`src/rtl/traffic_pkg.sv`:
```
// Shared definitions for the intersection traffic-light controller and its front end.
// Holds the walk state encoding, lamp bit indices, the press counter width and a
// saturating-increment helper for that counter.
package traffic_pkg;

  // Walk state encoding
  localparam logic [1:0] IDLE    = 2'd0;
  localparam logic [1:0] PENDING = 2'd1;
  localparam logic [1:0] SERVING = 2'd2;

  // Lamp bit indices within a {R, Y, G} lamp vector
  localparam int unsigned R = 2;
  localparam int unsigned Y = 1;
  localparam int unsigned G = 0;

  localparam int unsigned PRESS_COUNT_W = 8;

  typedef enum logic [1:0] {
    StIdle    = IDLE,
    StPending = PENDING,
    StServing = SERVING
  } walk_state_e;

  // Increment that sticks at all-ones instead of wrapping.
  function automatic logic [PRESS_COUNT_W-1:0] sat_inc(input logic [PRESS_COUNT_W-1:0] v);
    return (&v) ? v : v + PRESS_COUNT_W'(1);
  endfunction

endpackage

```
`src/rtl/input_debounce.sv`:
```
// Synchronizer plus debounce filter for one asynchronous input.
//   clk_i    : system clock
//   rst_ni   : asynchronous active-low reset
//   raw_i    : asynchronous raw input
//   stable_o : debounced level (registered)
//   rise_o   : one-cycle pulse in the cycle stable_o first reads 1
//   fall_o   : one-cycle pulse in the cycle stable_o first reads 0
// stable_o changes only after DEBOUNCE_CYCLES consecutive synchronized samples
// disagree with it.
module input_debounce #(
  parameter int unsigned SYNC_STAGES     = 2,
  parameter int unsigned DEBOUNCE_CYCLES = 8
) (
  input  logic clk_i,
  input  logic rst_ni,
  input  logic raw_i,
  output logic stable_o,
  output logic rise_o,
  output logic fall_o
);

  localparam int unsigned CntW = $clog2(DEBOUNCE_CYCLES);
  localparam logic [CntW-1:0] CntMax = CntW'(DEBOUNCE_CYCLES - 1);

  logic [SYNC_STAGES-1:0] sync_q;
  logic                   sample;
  logic                   stable_q, stable_d;
  logic [CntW-1:0]        cnt_q, cnt_d;
  logic                   rise_q, rise_d;
  logic                   fall_q, fall_d;

  always_ff @(posedge clk_i or negedge rst_ni) begin
    if (!rst_ni) begin
      sync_q <= '0;
    end else begin
      sync_q <= {sync_q[SYNC_STAGES-2:0], raw_i};
    end
  end

  assign sample = sync_q[SYNC_STAGES-1];

  always_comb begin
    stable_d = stable_q;
    cnt_d    = '0;
    rise_d   = 1'b0;
    fall_d   = 1'b0;
    if (sample != stable_q) begin
      if (cnt_q == CntMax) begin
        // This is the DEBOUNCE_CYCLES-th disagreeing sample in a row.
        stable_d = sample;
        rise_d   = sample;
        fall_d   = ~sample;
      end else begin
        cnt_d = cnt_q + CntW'(1);
      end
    end
  end

  always_ff @(posedge clk_i or negedge rst_ni) begin
    if (!rst_ni) begin
      stable_q <= 1'b0;
      cnt_q    <= '0;
      rise_q   <= 1'b0;
      fall_q   <= 1'b0;
    end else begin
      stable_q <= stable_d;
      cnt_q    <= cnt_d;
      rise_q   <= rise_d;
      fall_q   <= fall_d;
    end
  end

  assign stable_o = stable_q;
  assign rise_o   = rise_q;
  assign fall_o   = fall_q;

endmodule

```
`src/rtl/walk_request_frontend.sv`:
```
// Input-conditioning front end for the traffic-light controller.
//   clk          : system clock
//   reset        : asynchronous active-low reset
//   button_raw   : raw pedestrian push-button
//   sensor_raw   : raw vehicle loop sensor
//   light_walk   : walk lamp from the controller, acknowledges a request (synchronous)
//   button_walk  : latched walk request to the controller
//   sensor       : debounced, stretched vehicle presence
//   walk_pending : request outstanding or re-armed ("wait" lamp)
//   press_count  : saturating count of accepted presses
// All outputs come straight from flops.
module walk_request_frontend
  import traffic_pkg::*;
#(
  parameter int unsigned SYNC_STAGES     = 2,
  parameter int unsigned DEBOUNCE_CYCLES = 8,
  parameter int unsigned SENSOR_HOLD     = 4
) (
  input  logic                     clk,
  input  logic                     reset,
  input  logic                     button_raw,
  input  logic                     sensor_raw,
  input  logic                     light_walk,
  output logic                     button_walk,
  output logic                     sensor,
  output logic                     walk_pending,
  output logic [PRESS_COUNT_W-1:0] press_count
);

  localparam int unsigned HoldW = (SENSOR_HOLD > 0) ? $clog2(SENSOR_HOLD + 1) : 1;

  logic btn_rise, btn_fall, btn_stable;
  logic sens_rise, sens_fall, sens_stable;
  logic unused_btn;

  input_debounce #(
    .SYNC_STAGES    (SYNC_STAGES),
    .DEBOUNCE_CYCLES(DEBOUNCE_CYCLES)
  ) u_button_db (
    .clk_i   (clk),
    .rst_ni  (reset),
    .raw_i   (button_raw),
    .stable_o(btn_stable),
    .rise_o  (btn_rise),
    .fall_o  (btn_fall)
  );

  input_debounce #(
    .SYNC_STAGES    (SYNC_STAGES),
    .DEBOUNCE_CYCLES(DEBOUNCE_CYCLES)
  ) u_sensor_db (
    .clk_i   (clk),
    .rst_ni  (reset),
    .raw_i   (sensor_raw),
    .stable_o(sens_stable),
    .rise_o  (sens_rise),
    .fall_o  (sens_fall)
  );

  // Only the button's rising edge matters to the walk logic.
  assign unused_btn = btn_fall ^ btn_stable;

  // ---------------------------------------------------------------------------
  // Walk request state machine
  // ---------------------------------------------------------------------------
  walk_state_e              state_q;
  logic                     rearm_q;
  logic                     button_walk_q;
  logic                     walk_pending_q;
  logic [PRESS_COUNT_W-1:0] press_count_q;

  always_ff @(posedge clk or negedge reset) begin
    if (!reset) begin
      state_q        <= StIdle;
      rearm_q        <= 1'b0;
      button_walk_q  <= 1'b0;
      walk_pending_q <= 1'b0;
      press_count_q  <= '0;
    end else begin
      case (state_q)
        StIdle: begin
          // light_walk is ignored here; an ack arriving with the press is
          // honoured one cycle later from PENDING.
          if (btn_rise) begin
            state_q        <= StPending;
            button_walk_q  <= 1'b1;
            walk_pending_q <= 1'b1;
            press_count_q  <= sat_inc(press_count_q);
          end
        end
        StPending: begin
          // Presses while already pending are absorbed.
          if (light_walk) begin
            state_q       <= StServing;
            button_walk_q <= 1'b0;
          end
        end
        StServing: begin
          if (btn_rise) begin
            press_count_q <= sat_inc(press_count_q);
          end
          if (!light_walk) begin
            // A press in this very cycle re-arms just like an earlier one.
            if (rearm_q || btn_rise) begin
              state_q        <= StPending;
              button_walk_q  <= 1'b1;
              walk_pending_q <= 1'b1;
            end else begin
              state_q        <= StIdle;
              walk_pending_q <= 1'b0;
            end
            rearm_q <= 1'b0;
          end else if (btn_rise) begin
            rearm_q <= 1'b1;
          end
        end
        default: begin
          state_q        <= StIdle;
          rearm_q        <= 1'b0;
          button_walk_q  <= 1'b0;
          walk_pending_q <= 1'b0;
        end
      endcase
    end
  end

  // ---------------------------------------------------------------------------
  // Sensor stretch
  // ---------------------------------------------------------------------------
  logic [HoldW-1:0] hold_q, hold_d;
  logic             sensor_q, sensor_d;

  always_comb begin
    hold_d = hold_q;
    if (sens_fall) begin
      hold_d = HoldW'(SENSOR_HOLD);
    end else if (sens_rise) begin
      hold_d = '0;
    end else if (hold_q != '0) begin
      hold_d = hold_q - HoldW'(1);
    end
    sensor_d = sens_stable | (hold_d != '0);
  end

  always_ff @(posedge clk or negedge reset) begin
    if (!reset) begin
      hold_q   <= '0;
      sensor_q <= 1'b0;
    end else begin
      hold_q   <= hold_d;
      sensor_q <= sensor_d;
    end
  end

  assign button_walk  = button_walk_q;
  assign walk_pending = walk_pending_q;
  assign press_count  = press_count_q;
  assign sensor       = sensor_q;

endmodule

```
`config.mk`:
```
export PLATFORM = sky130hd
export DESIGN_NAME = walk_request_frontend
export DESIGN_NICKNAME = d
export VERILOG_FILES = /design/src/rtl/traffic_pkg.sv /design/src/rtl/input_debounce.sv /design/src/rtl/walk_request_frontend.sv
export SDC_FILE = /design/constraint.sdc
export NUM_CORES = 1
export LEC_CHECK = 0
export ABC_AREA = 1
export CAP_MARGIN = 20
export CORE_ASPECT_RATIO = 0.75
export CORE_MARGIN = 1.5
export CORE_UTILIZATION = 54
export CTS_CLUSTER_DIAMETER = 60
export DETAILED_ROUTE_END_ITERATION = 8
export GPL_ROUTABILITY_DRIVEN = 0
export HOLD_SLACK_MARGIN = 0.15
export PLACE_DENSITY = 0.76
export SYNTH_ARGS = -nofsm -noshare
export SYNTH_HDL_FRONTEND = slang
export SYNTH_SLANG_ARGS = --single-unit
```
`constraint.sdc`:
```
create_clock -name clk -period 1.6 [get_ports clk]
set_clock_uncertainty 0.05 [all_clocks]
set_input_delay 0.4 -clock clk [delete_from_list [all_inputs] [get_ports clk]]
set_output_delay 0.4 -clock clk [all_outputs]
set_load 0.02 [all_outputs]
```
==> qor.yml <==
run_status:
  status: "finished, final reports clean"
timing:
  setup_viol: 0
  max_freq_mhz: 642
  hold_viol_final: 0
  post-route-min-period_ns: 1.56
  finalCritPeriodShare: 0.974
  setup-tns-final_ns: 0
  rsz0062_at_grt: "no"
  relSlewSlack: 0.755
  maxSlewViolCount: 0
  tightest_slew_ns: 0.366
finish:
  stdcell_area_sq_um: 1760
  drive_gt1_frac: 0.102
  syn_to_final_growth_pct: 20.8
  n_antenna_cell: 0
  layout.nets: 207
grt:
  grt_pass1_vias: 1014
  gr-usage-all-layers: 0.192
  antenna_found_initial: 0
  grt_max_degree: 33
  grt_first_pass_wirelength_mm: 4.15
  gr-total-overflow: 0
worst_setup_path:
  cp_slowest_cell: "dfrtp_1"
  max_stage_delay_ns: 0.43
  r2r_cells: 8
  r2r_slack_ns: 0.15
  rr_endpoint: "press_count[1]"
  r2r_start: "press_count[0]"
  cp.buffers_inverters: 1
  cp-end-kind: "output port"
  startpoint_type: "register"
  path_class: "reg -> out"
  cp_data_required_time_ns: 1.15
  crit_family: "flip-flops"
  critical_path.max_fanout: 4
  cp_cell_sequence: "dlygate4sd2_1"
  worst_ep_arrival_time_ns: 1.11
clock_tree:
  post_cts_buffers: 0
  clock_path_buffers: 2
  clkTransAtPathRegs_ns: 0.11
  cts_buffers: 5
  clock-root-buffer: "clkbuf_4"
  cts_max_level: 2
  cts_hold_buf: 0
  clkLatencyLatePin_ns: 0.34
  cts_tree: "yes"
  cts_num_sinks: 32
min_path:
  hold_path_end: "u_sensor_db.sync_q[1]"
  hold_class: "reg -> reg"
  hp-start: "u_sensor_db.sync_q[0]"
  holdPathStages: 0
floorplan:
  dieArea_sq_um: 3030
  die_h_microns: 48.0
  design.core.area_sq_um: 2580
  initial_core_util: 0.565
  rows: 16
  die_x_microns: 63.0
  io_pins: 16
drt:
  drt_iter0_drc: 70
  wl_per_cell_microns: 10.9
  vias_per_cell: 4.76
  first_pass_iters: 4
  routed_wl_mm: 2.52
  drc: 0
  postRouteAntennaNets: 0
  num_vias: 1105
synthesis:
  synthAdderAreaFrac: 0.0600
  avgSynthCellArea_sq_um: 8.58
  ys_top_cells_by_count: "nand2_1 (56), dfrtp_1 (32), inv_1 (22)"
  ys_warn_count: 0
  synth-simple-area-share: 0.275
  synth_top_family_by_area: "simple AND/OR/NAND/NOR gates"
  synth_edf_count: 0
  seq_area_frac_synth: 0.549
  synth_xor_area_frac: 0.0360
  synthTopCellsByArea: "dfrtp_1 (55%), nand2_1 (14%), ha_1 (6.0%)"
  synth_cell_types: 17
  syn-num-nets: 182
  synth_top_cell_by_area: "dfrtp_1"
  syn_area_sq_um: 1460
  synth_flop_cell: "dfrtp_1"
  synth.most_common_cell: "nand2_1"
  synthArstFlopShare: 1.00
  synthCells: 170
  muxShareOfSynthArea: 0
  yosys_register_bits: 32
  yosys.area.top_type_share: 0.549
  synth-compound-area-share: 0.0206
job:
  drv_cap: 0
place:
  place_area_sq_um: 1690
  portBuffers: 15
  dp_hpwl_mm: 1.81
power_and_ir_drop:
  p_per_area_nw_per_um2: 1450
  ir_drop_mv: 1.03
  total_leakage_power_nw: 0.933
stage by stage:
stage | total power, mW | utilization | cells | hold slack, ns | setup WS (ns)
6_report | 2.56 | 0.682 | 232 | 0.305 | 0.0414
4_1_cts | 2.59 | 0.687 | 232 | 0.309 | 0.00645
5_1_grt | 2.76 | 0.682 | 232 | 0.325 | 0.00144
2_1_floorplan | 1.67 | - | 170 | 0.0544 | 0.204
3_3_place_gp | 1.86 | 0.654 | 224 | 0.287 | 0.130
3_5_place_dp | 1.91 | 0.654 | 224 | 0.287 | 0.101
flip-flops by register name, summed over array words and instances, names as in the netlist:
signal                count
press_count               8
hold_q                    3
u_button_db.cnt_q         3
u_sensor_db.cnt_q         3
state_q                   2
u_button_db.sync_q        2
u_sensor_db.sync_q        2
button_walk               1
rearm_q                   1
sensor                    1
u_button_db.rise_o        1
u_button_db.stable_o      1
u_sensor_db.fall_o        1
u_sensor_db.rise_o        1
u_sensor_db.stable_o      1
walk_pending              1
cell type report:
class / instances / area [sq um]
fillers: 214 / 821
flip-flops and latches: 32 / 801
multi-input cells: 115 / 574
repair buffers: 18 / 160
inverters: 23 / 86.3
clock buffers: 7 / 65.1
well taps: 36 / 45.0
clock inverters: 1 / 30.0
cell usage in the layout, fill, tap and decap left out, drive strengths merged:
cell type,instances
a21oi,3
buf,3
bufinv,1
clkbuf,10
clkdlybuf4s50,4
dfrtp,32
dlygate4sd2,8
ha,7
inv,23
nand2,57
nand3,7
nand3b,2
nand4,3
nor2,23
nor3,4
o21ai,3
xnor2,4
xor2,2
cell families after synthesis:
group | count (synthesis)
xor+xnor | 6
buf+inv | 23
fa+ha+maj | 7
flops | 32
compound gates | 6
simple gates | 96
worst max-delay path by stage:
| stage | cells past startpoint | to | start | slack, ns |
|---|---|---|---|---|
| 6_report | 1 | press_count[1] | press_count[1] | 0.04 |
| 3_5_place_dp | 1 | press_count[0] | press_count[0] | 0.10 |
| 2_1_floorplan | 8 | press_count[3] | press_count[0] | 0.20 |
| 3_3_place_gp | 1 | press_count[7] | press_count[7] | 0.13 |
| 5_1_grt | 1 | press_count[1] | press_count[1] | 0.001 |
| 4_1_cts | 1 | press_count[0] | press_count[0] | 0.006 |
where the power goes:
part | internal [mW] | leakage (nW) | total (mW) | switching (mW)
combinational | 0.289 | 0.466 | 0.759 | 0.470
clock | 0.415 | 0.0515 | 0.693 | 0.278
sequential | 0.994 | 0.415 | 1.11 | 0.114
total | 1.70 | 0.933 | 2.56 | 0.862
routing by layer:
metal	wire [microns]	global-route usage
met2	1120	0.300
met4	43	0.147
met5	0	0
met3	116	0.0565
met1	1240	0.236
timing repair:
action,4_1_cts,5_1_grt
setup endpoints to repair,11,7
cloned,0,0
gates resized for setup,14,4
pin swaps,0,0
worst reg2reg max path: stages (launching register included):
cell and delay [ns]:
dfrtp_1 0.45, ha_1 0.24, nand2_1 0.07, nor2_1 0.17, nand2_2 0.12, nand2_1 0.10
nor2_2 0.06, nand2_1 0.06, nand2_1 0.05
Note: power is estimated with default switching activity, not from simulation.
